### config.mk
export PLATFORM = sky130hd
export DESIGN_NAME = phase_seq
export DESIGN_NICKNAME = d
export VERILOG_FILES = /design/src/rtl/phase_seq.sv
export SDC_FILE = /design/constraint.sdc
export NUM_CORES = 1
export LEC_CHECK = 0
export BUFFER_PORTS_ARGS = -buffer_cell sky130_fd_sc_hd__buf_4
export CORE_ASPECT_RATIO = 0.9
export CORE_UTILIZATION = 43
export DETAILED_ROUTE_END_ITERATION = 6
export GPL_TIMING_DRIVEN = 0
export PLACE_DENSITY = 0.68
export SLEW_MARGIN = 15
export SYNTH_ARGS = -nofsm -noshare
export SYNTH_HDL_FRONTEND = slang
export SYNTH_SLANG_ARGS = --single-unit
export TNS_END_PERCENT = 100
### constraint.sdc
create_clock -name clk -period 2.8 [get_ports clk]
set_input_delay 0.42 -clock clk [delete_from_list [all_inputs] [get_ports clk]]
set_output_delay 0.42 -clock clk [all_outputs]
set_load 0.1 [all_outputs]
### src/rtl/phase_seq.sv
// phase_seq: multi-cycle instruction sequencer (IDLE/F/D/E/M/W) with one-hot phase completion pulses.
// Optional feature: define CPU_MEM_SKIP_EN to route non-memory instructions from E straight to W.

`ifndef PH_F
`define PH_F 0
`endif
`ifndef PH_D
`define PH_D 1
`endif
`ifndef PH_E
`define PH_E 2
`endif
`ifndef PH_M
`define PH_M 3
`endif
`ifndef PH_W
`define PH_W 4
`endif

module phase_seq (
   input  logic               clk,
   input  logic               n_rst,
   input  logic               run,
   output logic               imem_req,
   input  logic               imem_ack,
   input  logic               mem_op,
   output logic               dmem_req,
   input  logic               dmem_ack,
   input  logic               halt_inst,
   output logic [`PH_W:`PH_F] phase,
   output logic [`PH_W:`PH_F] cur_ph,
   output logic               running,
   output logic [31:0]        retired
);

   typedef enum logic [2:0] {
      ST_IDLE = 3'd0,
      ST_F    = 3'd1,
      ST_D    = 3'd2,
      ST_E    = 3'd3,
      ST_M    = 3'd4,
      ST_W    = 3'd5
   } state_t;

   state_t      state_reg, state_next;
   logic        mem_pend_reg, mem_pend_next;
   logic [31:0] retired_reg, retired_next;
   logic        adv;
   logic        imem_req_raw;
   logic        dmem_req_raw;

   function automatic state_t ph_to_state(input int idx);
      case (idx)
         `PH_F:   ph_to_state = ST_F;
         `PH_D:   ph_to_state = ST_D;
         `PH_E:   ph_to_state = ST_E;
         `PH_M:   ph_to_state = ST_M;
         `PH_W:   ph_to_state = ST_W;
         default: ph_to_state = ST_IDLE;
      endcase
   endfunction

   always_ff @(posedge clk) begin
      if (!n_rst) begin
         state_reg    <= ST_IDLE;
         mem_pend_reg <= 1'b0;
         retired_reg  <= 32'd0;
      end else begin
         state_reg    <= state_next;
         mem_pend_reg <= mem_pend_next;
         retired_reg  <= retired_next;
      end
   end

   always_comb begin
      state_next    = state_reg;
      mem_pend_next = mem_pend_reg;
      retired_next  = retired_reg;
      adv           = 1'b0;
      imem_req_raw  = 1'b0;
      dmem_req_raw  = 1'b0;
      case (state_reg)
         ST_IDLE: begin
            if (run)
               state_next = ST_F;
         end
         ST_F: begin
            imem_req_raw = 1'b1;
            adv          = imem_ack;
            if (imem_ack)
               state_next = ST_D;
         end
         ST_D: begin
            adv        = 1'b1;
            state_next = ST_E;
         end
         ST_E: begin
            adv           = 1'b1;
            mem_pend_next = mem_op;
`ifdef CPU_MEM_SKIP_EN
            state_next    = mem_op ? ST_M : ST_W;
`else
            state_next    = ST_M;
`endif
         end
         ST_M: begin
            // Without a pending access M is a single pass-through cycle.
            if (mem_pend_reg) begin
               dmem_req_raw = 1'b1;
               adv          = dmem_ack;
            end else begin
               adv = 1'b1;
            end
            if (!mem_pend_reg || dmem_ack)
               state_next = ST_W;
         end
         ST_W: begin
            adv          = 1'b1;
            retired_next = retired_reg + 32'd1;
            // Halt takes priority over a still-asserted run.
            state_next   = (halt_inst || !run) ? ST_IDLE : ST_F;
         end
         default: begin
            state_next = ST_IDLE;
         end
      endcase
   end

   genvar gi;
   generate
      for (gi = `PH_F; gi <= `PH_W; gi = gi + 1) begin : g_cur_ph
         assign cur_ph[gi] = (state_reg == ph_to_state(gi));
      end
   endgenerate

   // Reset masks the combinational outputs so an in-flight ack cannot leak a pulse.
   assign phase    = (n_rst && adv) ? cur_ph : '0;
   assign imem_req = n_rst & imem_req_raw;
   assign dmem_req = n_rst & dmem_req_raw;
   assign running  = (state_reg != ST_IDLE);
   assign retired  = retired_reg;

endmodule

Word-level counts from Yosys, hierarchy flattened
Index checks and enable logic that the tools add are counted.
{"block": "totals", "ff_bits": 36, "input_bits": 7, "out_inout_bits": 45, "elab_cells": 34}
{"block": "classes", "add_sub_neg": 1, "n_eq_ne": 8, "muxes": 11, "bitwise": 2, "reduce_logical": 9}
{"op": "32-bit by 1-bit adder with 32-bit output, second input constant", "n": 1}
{"op": "3-bit case mux with 6 select lines", "n": 1}
{"op": "3-bit 2-to-1 mux", "n": 3}
{"op": "3-bit by 2-bit equality test with 1-bit output, second input constant", "n": 2}
{"op": "3-bit equality test, second input constant", "n": 2}
{"op": "1-bit 2-to-1 mux", "n": 5}
{"op": "5-bit 2-to-1 mux", "n": 1}
{"op": "2-bit != test, second input constant", "n": 2}
{"op": "3-bit by 1-bit equality test with 1-bit output, second input constant", "n": 1}
{"op": "3-bit logical NOT", "n": 1}
{"op": "1-bit case mux with 3 select lines", "n": 1}
{"op": "3-bit AND reduction", "n": 1}
{"op": "3-bit nonzero test", "n": 1}
{"op": "3-bit OR reduction", "n": 1}
{"op": "1-bit bitwise AND", "n": 2}
{"op": "1-bit logical NOT", "n": 2}
{"op": "1-bit logical OR", "n": 2}
{"op": "2-bit by 1-bit != test with 1-bit output, second input constant", "n": 1}
{"op": "1-bit logical AND", "n": 1}

Depth between registers and ports, before layout
Gate-level depths: netlist of run 1.
{"block": "depth", "word_depth": 5, "mapped_depth": 7, "depth_no_buf": 5}

Worst setup path before layout of run 1
Ideal clock, no wire load.
{"block": "synth_path", "path_kind": "register -> output", "start": "register state_reg[1]", "end": "output phase[2] (netlist bit)", "arrival_time_ns": 3.952, "t_required_ns": 2.380, "path_slack_ns": -1.572, "stages_incl_launch_ff": 4, "n_path_buf": 1, "cell_sequence": "dfxtp_1 > clkbuf_1 > nor3b_1 > and2_1"}
{"block": "synth_between", "elab_chain_cells": 5, "elab_cells_between_ends": 9, "cone_classes": "eq/ne (5); mux (2); reduce/logical (2)"}
{"element": "from (decl)", "line_no": "45", "source": "state_t state_reg, state_next;"}
{"element": "from (signal assigned)", "line_no": "69", "source": "state_reg <= state_next;"}
{"element": "3-bit by 2-bit equality test with 1-bit output (*)", "line_no": "132", "source": "assign cur_ph[gi] = (state_reg == ph_to_state(gi));"}
{"element": "net cur_ph, one bit", "line_no": "31", "source": "output logic [`PH_W:`PH_F] cur_ph,"}
{"element": "3-bit OR reduction (no source line)"}
{"element": "1-bit case mux with 3 select lines", "line_no": "82", "source": "case (state_reg)"}
{"element": "1-bit logical AND", "line_no": "137", "source": "assign phase = (n_rst && adv) ? cur_ph : '0;"}
{"element": "5-bit 2-to-1 mux (*)", "line_no": "137"}
{"element": "to (decl)", "line_no": "30", "source": "output logic [`PH_W:`PH_F] phase,"}
Mark *: on every way through the listed nets, which the timed path passes. The rest lies on a longest branch.

Worst setup path in the final report of run 1
{"block": "layout_path", "start": "input n_rst", "end": "output phase[4] (netlist bit)"}
{"block": "layout_between", "elab_chain_cells": 2}
{"element": "from (decl)", "line_no": "22", "source": "input logic n_rst,"}
{"element": "1-bit logical AND", "line_no": "137"}
{"element": "5-bit 2-to-1 mux", "line_no": "137"}
Every way passes these cells.

==> results of run 1 <==
==> report_power, final <==
group          internal [uW]  switching [uW]  total [uW]
registers                515            1.34         517
clock network            169             175         344
logic                   37.4             107         144
total                    722             283        1000
==> cell families (layout without fill, tap and decap cells) <==
family	after synthesis	in the layout
simple gates	96	96
flops	36	36
buf+inv	24	81
compound gates	48	48
xor+xnor	9	9
mux	2	2
fa+ha+maj	1	1
==> how the worst max path moves through the flow <==
| stage | endpoint | slack [ns] | depth (start not counted) |
|---|---|---|---|
| after CTS | phase[4] | 0.48 | 5 |
| after detailed placement | phase[4] | 0.48 | 5 |
| after global placement | phase[4] | 0.49 | 5 |
| after global routing | phase[4] | 0.34 | 5 |
| final | phase[4] | 0.50 | 5 |
| after floorplan | phase[2] | -0.07 | 3 |
==> worst register-to-register path: cells and delay by family, from the launching register on <==
kind            cells  cell delay, ns
compound gates      2            0.39
fa+ha+maj           1            0.20
simple gates        2            0.69
buf+inv             2            0.42
flops               1            0.37
==> metal layers <==
layer | GRT usage | part of all wire | wire length [um]
met1 | 0.2891 | 0.51 | 2225
met2 | 0.3060 | 0.44 | 1893
met3 | 0.06560 | 0.041 | 176
met4 | 0.06000 | 0.0067 | 29
met5 | 0 | 0 | 0
==> final cells by class <==
cell class                 instances  share of cell area
clock inverter                     1            0.002115
buffer                            14             0.03384
inverter                          10             0.01586
clock buffer                       6             0.03067
multi-input combinational        156              0.4289
sequential                        36              0.3057
timing repair buffer              50              0.1586
tap                               46             0.02433
==> cell usage in the layout, fill, tap and decap left out, types with 5 or more instances in the layout <==
cell                       Yosys  layout
sky130_fd_sc_hd__buf_4         3      53
sky130_fd_sc_hd__dfxtp_1      36      34
sky130_fd_sc_hd__a21oi_1      22      22
sky130_fd_sc_hd__nor2_1       15      14
sky130_fd_sc_hd__o31ai_1      13      13
sky130_fd_sc_hd__or4_1        13      13
sky130_fd_sc_hd__nand2_1      12      12
sky130_fd_sc_hd__inv_1         9       9
sky130_fd_sc_hd__or3_1         9       9
sky130_fd_sc_hd__nand4_1       9       9
sky130_fd_sc_hd__clkbuf_1      7       8
sky130_fd_sc_hd__xnor2_1       7       7
sky130_fd_sc_hd__nand3_1       7       7
sky130_fd_sc_hd__nor3_1        6       6
sky130_fd_sc_hd__o21ai_1       5       5
sky130_fd_sc_hd__clkbuf_8      0       5
==> metrics by stage <==
| step | instances | total power, uW |
|---|---|---|
| CTS | 319 | 1019 |
| floorplan | 216 | 644.2 |
| detailed placement | 312 | 673.0 |
| global route | 319 | 1052 |
| global placement | 312 | 673.1 |
| finish | 319 | 1005 |
==> out/metrics.csv, run 1 <==
metric,value,unit
layout.cell_area.non_filler,2366,um^2
cp_slowest_cell,sky130_fd_sc_hd__clkinv_1,
cp_data_arrival_time,1.88,ns
ctsHtreeMaxLevel,2,
worst_setup_path_start_kind,input port,
finalNetCount,281,
combined_area_of_the_multi_input_logic_cells,1015,um^2
final.setup.tns,0,ns
postSynthAreaPerCell,8.382,um^2
worst_slew_pin_slew,0.5352,ns
place_area,2288,um^2
detailedPlace.worstSlack,0.4758,ns
tritoncts.num_buffers,5,
fin_crit_sh,0.8222,
synthFlopType,sky130_fd_sc_hd__dfxtp_1,
cts-root-to-sink-buffers,2,
p_per_area,424.7,nW/um^2
clk_transition_reported_paths,0.07,ns
hold_viol_final,0,
final_core_util,0.6126,
hold_path.class,input port to flip-flop,
worstSetupEndpointType,primary output,
layout_min_cycle_time,2.302,ns
yosysSeqAreaShare,0.3981,
final_critical_path_setup_slack,0.4979,ns
synth_adder_area_share,0.006911,
dr.pass1.iters,4,
io_buffer_count,50,
avgRoutedWirePerCell,13.55,um
postCtsSetupBuffers,0,
ys_warn_count,0,
die_width,70.40,um
power.ir.vdd_worst,0.2253,mV
route.detailed.vias_per_inst,5.558,
number_of_enable_flip_flop_cells_after_synthesis,0,
status,finished clean,
die_height,63.56,um
fill_cells,365,
ff2ff_setup_slack,0.60,ns
hold_slack,0.3751,ns
critical_path.max_fanout,10,
grt_start_max_net_pins,11,
regArea,723.2,um^2
mappedNetlistNets,224,
cts_tree,done,
clock.fmax,434.4,MHz
synth.cells.most_frequent,"36 x sky130_fd_sc_hd__dfxtp_1, 22 x sky130_fd_sc_hd__a21oi_1, 15 x sky130_fd_sc_hd__nor2_1, 13 x sky130_fd_sc_hd__o31ai_1, 13 x sky130_fd_sc_hd__or4_1",
holdPathStages,3,
die_area,4474,um^2
gpl.final_weighted_congestion,0.7678,
reg2reg_from,retired[0],
grt_remaining_overflow,0,
ctsRootBufferMaster,sky130_fd_sc_hd__clkbuf_8,
main_combinational_cell_family_by_area_after_synthesis,simple AND/OR/NAND/NOR gates,
finalSetupViolCount,0,
grt_pass1_wl,7396,um
cp_num_buf_inv,4,
synth_largest_type_area_fraction,0.3981,
floorplan_core_area,3862,um^2
critPathLaunch,n_rst,
drc_errors,0,
total_clock_sinks,36,
slew_viol_final,0,
yosys.cell_count.top_type,sky130_fd_sc_hd__dfxtp_1,
maxCapViolCount,0,
timing.slew.headroom,0.6432,
yosysTopAreaCell,sky130_fd_sc_hd__dfxtp_1,
total_grt_usage,0.2079,
hpwl,3104,um
area.growth.synth_to_final,30.68,%
total_leakage_power,0.0008908,uW
critical_path.top_delay_family,buffers and inverters,
flop_and_latch_count_out_of_synthesis,36,
largest_register_ffs,32,
antenna_violations_before_repair,0,
finalWirelength,4324,um
basic_gate_share_of_the_synthesized_area_counting_and_or_nand_and_nor_cells,0.3186,
drt-initial-drc-count,139,
max_stage_delay,0.35,ns
ys_types,37,
grt_pass1_vias,1613,
skew,0.006681,ns
timing.critical_path.required,2.38,ns
critical_path_class,input port to primary output,
io_pins,52,
cell_area_after_technology_mapping,1810,um^2
insertion_delay,0.28,ns
via_count,1773,
hold_path.startpoint,mem_op,
cts_hold_repair.buffers,0,
cts.repair.resized,0,
drive_gt1_frac,0.2747,
antenna_left,0,
synth.top_cells.by_area,"sky130_fd_sc_hd__dfxtp_1 40%, sky130_fd_sc_hd__a21oi_1 6.1%, sky130_fd_sc_hd__o31ai_1 5.4%",
worst_hold_path.endpoint,mem_pend_reg,
rsz0062_at_grt,false,
synth.mux.area_fraction,0.01106,
r2r-end,retired[28],
synth_compound_gate_area_share,0.1569,
n_antenna_cell,0,
crit_chain,clkbuf_1 > clkinv_1 > buf_1 > nor2_1 > buf_4,
synthArstFlopShare,0,
initial_core_util,0.4687,
length_in_cells_of_the_worst_reg_to_reg_path,7,
floorplan.rows,21,
post_synth_xor_area_fraction,0.04354,
synth_cells,216,
Note: power is estimated with default switching activity, not from simulation.
==> run 2, diff against run 1 <==
==> constraint.sdc (replaced) <==
create_clock -name clk -period 2.3 [get_ports clk]
set_input_delay 0.345 -clock clk [delete_from_list [all_inputs] [get_ports clk]]
set_output_delay 0.345 -clock clk [all_outputs]
set_load 0.1 [all_outputs]
==> out/metrics.csv, run 2 (synthesis results as in run 1) <==
metric,value,unit,change
r2r-end,retired[28],,unchanged
cp_data_arrival_time,2.35,ns,was 1.88 ns
reg2reg_from,retired[0],,unchanged
floorplan.rows,21,,unchanged
instances_no_fill,319,,unchanged
antenna_violations_before_repair,0,,unchanged
holdPathStages,3,,unchanged
layout_min_cycle_time,2.127,ns,
drt-initial-drc-count,79,,was 139
timing.critical_path.required,2.53,ns,was 2.38 ns
status,finished clean,,unchanged
fill_cells,345,,was 365
slew_viol_final,0,,unchanged
critical_path.top_delay_family,simple AND/OR/NAND/NOR gates,,was buffers and inverters
worst_slew_pin_slew,0.4854,ns,was 0.5352 ns
critical_path_class,flip-flop to flip-flop,,was input port to primary output
worst_hold_path.endpoint,mem_pend_reg,,unchanged
die_area,4474,um^2,unchanged
power.ir.vdd_worst,0.3770,mV,was 0.2253 mV
grt_start_max_net_pins,11,,unchanged
hold_slack,0.3047,ns,was 0.3751 ns
total_clock_sinks,36,,unchanged
hold_path.startpoint,mem_op,,unchanged
io_buffer_count,50,,unchanged
die_height,63.56,um,unchanged
avgRoutedWirePerCell,13.36,um,was 13.55 um
grt_pass1_wl,6969,um,was 7396 um
cts-root-to-sink-buffers,2,,unchanged
io_pins,52,,unchanged
number_of_cells_in_the_design_after_placement,312,,unchanged
hold_viol_final,0,,unchanged
route.detailed.vias_per_inst,5.533,,was 5.558
worstSetupEndpointType,flip-flop,,was primary output
ctsHtreeMaxLevel,2,,unchanged
total_leakage_power,0.0009118,uW,was 0.0008908 uW
clock.fmax,470.1,MHz,
place_area,2315,um^2,was 2288 um^2
dr.pass1.iters,4,,unchanged
fin_crit_sh,0.9250,,
ctsRootBufferMaster,sky130_fd_sc_hd__clkbuf_8,,unchanged
largest_register_ffs,32,,unchanged
drc_errors,0,,unchanged
max_stage_delay,0.56,ns,was 0.35 ns
hpwl,3007,um,was 3104 um
grt_remaining_overflow,0,,unchanged
finalSetupViolCount,0,,unchanged
drive_gt1_frac,0.3516,,was 0.2747
area.growth.synth_to_final,33.24,%,was 30.68%
via_count,1765,,was 1773
antenna_left,0,,unchanged
ff2ff_setup_slack,0.17,ns,was 0.60 ns
worst_setup_path_start_kind,flip-flop,,was input port
cp_num_buf_inv,1,,was 4
crit_chain,ha_1 > nand3_2 > or4_4 > buf_6 > or4_1 > a21oi_1,,was clkbuf_1 > clkinv_1 > buf_1 > nor2_1 > buf_4
layout.cell_area.non_filler,2412,um^2,was 2366 um^2
rsz0062_at_grt,false,,unchanged
most-common-layout-cells,"53 x sky130_fd_sc_hd__buf_4, 22 x sky130_fd_sc_hd__a21oi_1, 17 x sky130_fd_sc_hd__dfxtp_1, 17 x sky130_fd_sc_hd__dfxtp_2",,"was 53 x sky130_fd_sc_hd__buf_4, 34 x sky130_fd_sc_hd__dfxtp_1, 22 x sky130_fd_sc_hd__a21oi_1, 14 x sky130_fd_sc_hd__nor2_1"
initial_core_util,0.4687,,unchanged
grt_pass1_vias,1463,,was 1613
floorplan_core_area,3862,um^2,unchanged
layout_commonest_cell,sky130_fd_sc_hd__buf_4,,unchanged
n_antenna_cell,0,,unchanged
total_grt_usage,0.1955,,was 0.2079
skew,0.007008,ns,was 0.006681 ns
finalNetCount,281,,unchanged
die_width,70.40,um,unchanged
timing.slew.headroom,0.6764,,was 0.6432
p_per_area,533.2,nW/um^2,was 424.7 nW/um^2
gpl.final_weighted_congestion,0.7338,,was 0.7678
clk_transition_reported_paths,0.07,ns,about the same
hold_path.class,input port to flip-flop,,unchanged
cp_slowest_cell,sky130_fd_sc_hd__or4_4,,was sky130_fd_sc_hd__clkinv_1
postCtsSetupBuffers,0,,unchanged
tritoncts.num_buffers,5,,unchanged
maxCapViolCount,0,,unchanged
cts_tree,done,,unchanged
insertion_delay,0.29,ns,was 0.28 ns
length_in_cells_of_the_worst_reg_to_reg_path,6,,was 7
critical_path.max_fanout,10,,unchanged
finalWirelength,4261,um,was 4324 um
## run 2: changes by cell type in the layout (fill, tap and decap cells not counted), moves of 2 or more
cell | previous run | this run
sky130_fd_sc_hd__clkbuf_1 | 8 | 6
sky130_fd_sc_hd__clkbuf_8 | 5 | 7
sky130_fd_sc_hd__dfxtp_1 | 34 | 17
sky130_fd_sc_hd__dfxtp_2 | 2 | 17
sky130_fd_sc_hd__dfxtp_4 | 0 | 2
## run 2: how the worst max path moves through the flow
stage               start           to  slack [ns]  cells after the start
2_1_floorplan       n_rst     imem_req       -0.49                      3
3_3_place_gp   retired[0]  retired[26]        0.13                      7
3_5_place_dp   retired[0]  retired[22]        0.13                      7
4_1_cts        retired[0]  retired[22]        0.14                      7
5_1_grt        retired[0]  retired[20]       0.004                      6
6_report       retired[0]  retired[28]        0.17                      6
## run 2: final cells by class
class	count	area, um^2	area share
clock buffer	7	96.34	0.03994
buffer	14	81.33	0.03371
sequential	36	749.5	0.3107
inverter	10	37.54	0.01556
tap	46	57.56	0.02386
multi-input combinational	156	1015	0.4206
timing repair buffer	50	375.4	0.1556
## run 2: through the flow
| step | power, uW | utilization | setup TNS (ns) | setup WS, ns |
|---|---|---|---|---|
| after floorplan | 780.5 | - | -1.091 | -0.4885 |
| after global placement | 814.6 | 0.5993 | 0 | 0.1328 |
| after detailed placement | 814.4 | 0.5993 | 0 | 0.1341 |
| after CTS | 1304 | 0.6242 | 0 | 0.1352 |
| after global routing | 1338 | 0.6246 | 0 | 0.003963 |
| final | 1286 | 0.6246 | 0 | 0.1726 |
## run 2: power breakdown
group | internal (uW) | total (uW) | switching, uW
clock network | 267 | 487 | 220
logic | 44.9 | 173 | 128
registers | 625 | 627 | 1.58
## run 2: worst min-delay path: stages
cell and delay (ns):
sky130_fd_sc_hd__buf_4 0.07, sky130_fd_sc_hd__mux2i_1 0.05, sky130_fd_sc_hd__nor2_1 0.08
## run 2: per-layer routing
metal / GRT usage / vias to the layer above / share of wire
li1: - / 908 / -
met1: 0.2828 / 805 / 0.51
met2: 0.2762 / 46 / 0.43
met3: 0.05760 / 6 / 0.053
met4: 0.06000 / 0 / 0.011
met5: 0 / - / 0
## run 2: repair_timing
item	4_1_cts	5_1_grt
resized for setup	0	2
setup endpoints to repair	0	2
hold buffers	0	0
==> run 3, diff against run 2 <==
--- a/config.mk
+++ b/config.mk
@@ -7,10 +7,10 @@
 export LEC_CHECK = 0
 export BUFFER_PORTS_ARGS = -buffer_cell sky130_fd_sc_hd__buf_4
 export CORE_ASPECT_RATIO = 0.9
-export CORE_UTILIZATION = 43
+export CORE_UTILIZATION = 40
 export DETAILED_ROUTE_END_ITERATION = 6
 export GPL_TIMING_DRIVEN = 0
-export PLACE_DENSITY = 0.68
+export PLACE_DENSITY = 0.67
 export SLEW_MARGIN = 15
 export SYNTH_ARGS = -nofsm -noshare
 export SYNTH_HDL_FRONTEND = slang
==> constraint.sdc (replaced) <==
create_clock -name clk -period 1.8 [get_ports clk]
set_input_delay 0.27 -clock clk [delete_from_list [all_inputs] [get_ports clk]]
set_output_delay 0.27 -clock clk [all_outputs]
set_load 0.1 [all_outputs]
==> out/metrics.csv, run 3 (synthesis results as in run 1) <==
metric,value,unit,change
status,"finished, violations left",,was finished clean
failed_checks,negative setup slack,,
hpwl,3153,um,was 3007 um
clock.fmax,529.1,MHz,was 470.1 MHz
finalSetupViolCount,11,,was 0
drc_errors,0,,unchanged
initial_core_util,0.4299,,was 0.4687
reg2reg_from,retired[1],,was retired[0]
total_clock_sinks,36,,unchanged
total_grt_usage,0.2101,,was 0.1955
hold_path.class,input port to flip-flop,,unchanged
route.detailed.vias_per_inst,5.342,,was 5.533
report.power.total,1577,uW,was 1286 uW
critical_path.top_delay_family,simple AND/OR/NAND/NOR gates,,unchanged
maxCapViolCount,0,,unchanged
grt_start_max_net_pins,11,,unchanged
globalRoute.busiestLayer,met2,,was met1
switching_share,0.2891,,was 0.2719
grt_remaining_overflow,0,,unchanged
ctsHtreeMaxLevel,2,,unchanged
cp_num_buf_inv,1,,unchanged
final_critical_path_setup_slack,-0.09003,ns,was 0.1726 ns
regArea,808.3,um^2,was 749.5 um^2
groute.layer.met1.usage,0.2755,,was 0.2828
detailedPlace.worstSlack,-0.1751,ns,was 0.1341 ns
die_area,4800,um^2,was 4474 um^2
most-common-layout-cells,"56 x sky130_fd_sc_hd__buf_4, 19 x sky130_fd_sc_hd__dfxtp_4, 18 x sky130_fd_sc_hd__a21oi_1, 13 x sky130_fd_sc_hd__nor2_1, 13 x sky130_fd_sc_hd__dfxtp_2",,"was 53 x sky130_fd_sc_hd__buf_4, 22 x sky130_fd_sc_hd__a21oi_1, 17 x sky130_fd_sc_hd__dfxtp_1, 17 x sky130_fd_sc_hd__dfxtp_2"
critical_path_class,flip-flop to flip-flop,,unchanged
layout_commonest_cell,sky130_fd_sc_hd__buf_4,,unchanged
worstSetupEndpointType,flip-flop,,unchanged
slew_viol_final,0,,unchanged
combined_area_of_the_multi_input_logic_cells,1166,um^2,was 1015 um^2
fin_crit_sh,1.050,,was 0.9250
ctsRootBufferMaster,sky130_fd_sc_hd__clkbuf_8,,unchanged
gpl.final_weighted_congestion,0.7447,,was 0.7338
timing.slew.headroom,0.6254,,was 0.6764
crit_end,retired[24],,was retired[28]
insertion_delay,0.29,ns,about the same
via_count,1859,,was 1765
intPower,1121,uW,was 936.6 uW
cp_slowest_cell,sky130_fd_sc_hd__or4_4,,unchanged
cts_tree,done,,unchanged
ff2ff_setup_slack,-0.09,ns,was 0.17 ns
met2_usage,0.3388,,was 0.2762
path_common_cell,sky130_fd_sc_hd__or4_4,,
rsz0062_at_grt,true,,was false
critical_path.max_fanout,5,,was 10
drt-initial-drc-count,79,,unchanged
dr.pass1.iters,4,,unchanged
timing.critical_path.required,2.02,ns,was 2.53 ns
tritoncts.num_buffers,5,,unchanged
antenna_left,0,,unchanged
cts-root-to-sink-buffers,2,,unchanged
io_pins,52,,unchanged
fill_cells,355,,was 345
drive_gt1_frac,0.5104,,was 0.3516
p_per_area,553.1,nW/um^2,was 533.2 nW/um^2
finalWirelength,4754,um,was 4261 um
final_core_util,0.6771,,was 0.6246
hold_viol_final,0,,unchanged
combinationalPowerShare,0.160,,was 0.134
floorplan_core_area,4212,um^2,was 3862 um^2
length_in_cells_of_the_worst_reg_to_reg_path,6,,unchanged
largest_register_ffs,32,,unchanged
total_leakage_power,0.001056,uW,was 0.0009118 uW
cp_data_arrival_time,2.11,ns,was 2.35 ns
antenna_violations_before_repair,0,,unchanged
grt_pass1_wl,7741,um,was 6969 um
worst_setup_path_start_kind,flip-flop,,unchanged
grt_pass1_vias,1724,,was 1463
worst_slew_pin_slew,0.5619,ns,was 0.4854 ns
crit_chain,ha_4 > nand3_4 > or4_4 > buf_6 > or4_4 > a21oi_2,,was ha_1 > nand3_2 > or4_4 > buf_6 > or4_1 > a21oi_1
max_stage_delay,0.53,ns,was 0.56 ns
clk_transition_reported_paths,0.07,ns,about the same
critical_path_cell_count,6,,unchanged
critPathLaunch,retired[1],,was retired[0]
finalNetCount,295,,was 281
die_width,72.92,um,was 70.40 um
r2r-end,retired[24],,was retired[28]
power.ir.vdd_worst,0.3363,mV,was 0.3770 mV
power.sequential.fraction,0.493,,was 0.487
avgRoutedWirePerCell,13.66,um,was 13.36 um
floorplan.rows,22,,was 21
layout_min_cycle_time,1.890,ns,was 2.127 ns
p_switching,456.0,uW,was 349.7 uW
area.growth.synth_to_final,57.50,%,was 33.24%
skew,0.005310,ns,was 0.007008 ns
cts_hold_repair.buffers,0,,unchanged
p_clk_frac,0.346,,was 0.379
groute.layer.met3.usage,0.03811,,was 0.05760
io_buffer_count,50,,unchanged
die_height,65.83,um,was 63.56 um
n_antenna_cell,0,,unchanged
run 3: cell count changes in the layout (fill, tap and decap cells not counted), sizes merged:
cell,change
buf,+14
clkinv,+1
clkinvlp,+1
inv,-1
run 3: power groups by stage:
stage          combinational, uW  clock (uW)  sequential [uW]
2_1_floorplan                189           0              796
3_3_place_gp                 235           0              794
3_5_place_dp                 235           0              795
4_1_cts                      249         563              777
5_1_grt                      264         596              778
6_report                     253         546              778
run 3: per-layer routing:
metal / up-vias / part of all wire
met5: - / 0
met2: 43 / 0.45
li1: 937 / -
met4: 0 / 0.014
met3: 7 / 0.038
met1: 872 / 0.49
run 3: worst min-delay path, stage by stage:
cell and delay, ns:
sky130_fd_sc_hd__buf_4 0.07, sky130_fd_sc_hd__mux2i_1 0.05, sky130_fd_sc_hd__nor2_1 0.07
run 3: worst min path at each step:
| stage | endpoint | cells past startpoint | start | slack (ns) |
|---|---|---|---|---|
| after CTS | mem_pend_reg | 3 | mem_op | 0.21 |
| after detailed placement | retired[31] | 2 | retired[31] | 0.46 |
| final | mem_pend_reg | 3 | mem_op | 0.21 |
| after floorplan | mem_pend_reg | 2 | mem_op | 0.42 |
| after global routing | mem_pend_reg | 3 | mem_op | 0.25 |
| after global placement | retired[31] | 2 | retired[31] | 0.45 |
run 3: through the flow:
step                      area [um^2]  hold WS (ns)  std cells  setup TNS (ns)
after global routing             2851        0.2525        348          -1.906
after CTS                        2743        0.2133        346         -0.4756
after detailed placement         2519        0.4600        326          -1.510
final                            2851        0.2137        348         -0.5814
after global placement           2519        0.4516        326          -1.330
after floorplan                  2068        0.4174        216          -5.105
run 3: layout make-up:
cell class | instances | area share
multi-input combinational | 156 | 0.4090
sequential | 36 | 0.2835
timing repair buffer | 64 | 0.1935
buffer | 14 | 0.04344
clock buffer | 7 | 0.02677
tap | 60 | 0.02633
inverter | 10 | 0.01624
clock inverter | 1 | 0.001316
run 3: timing repair:
action	4_1_cts	5_1_grt
gates cloned	1	1
gates resized for setup	15	20
pin swaps	5	4
setup endpoints to repair	25	26
buffers inserted	11	1
endpoints found under the hold margin	0	0
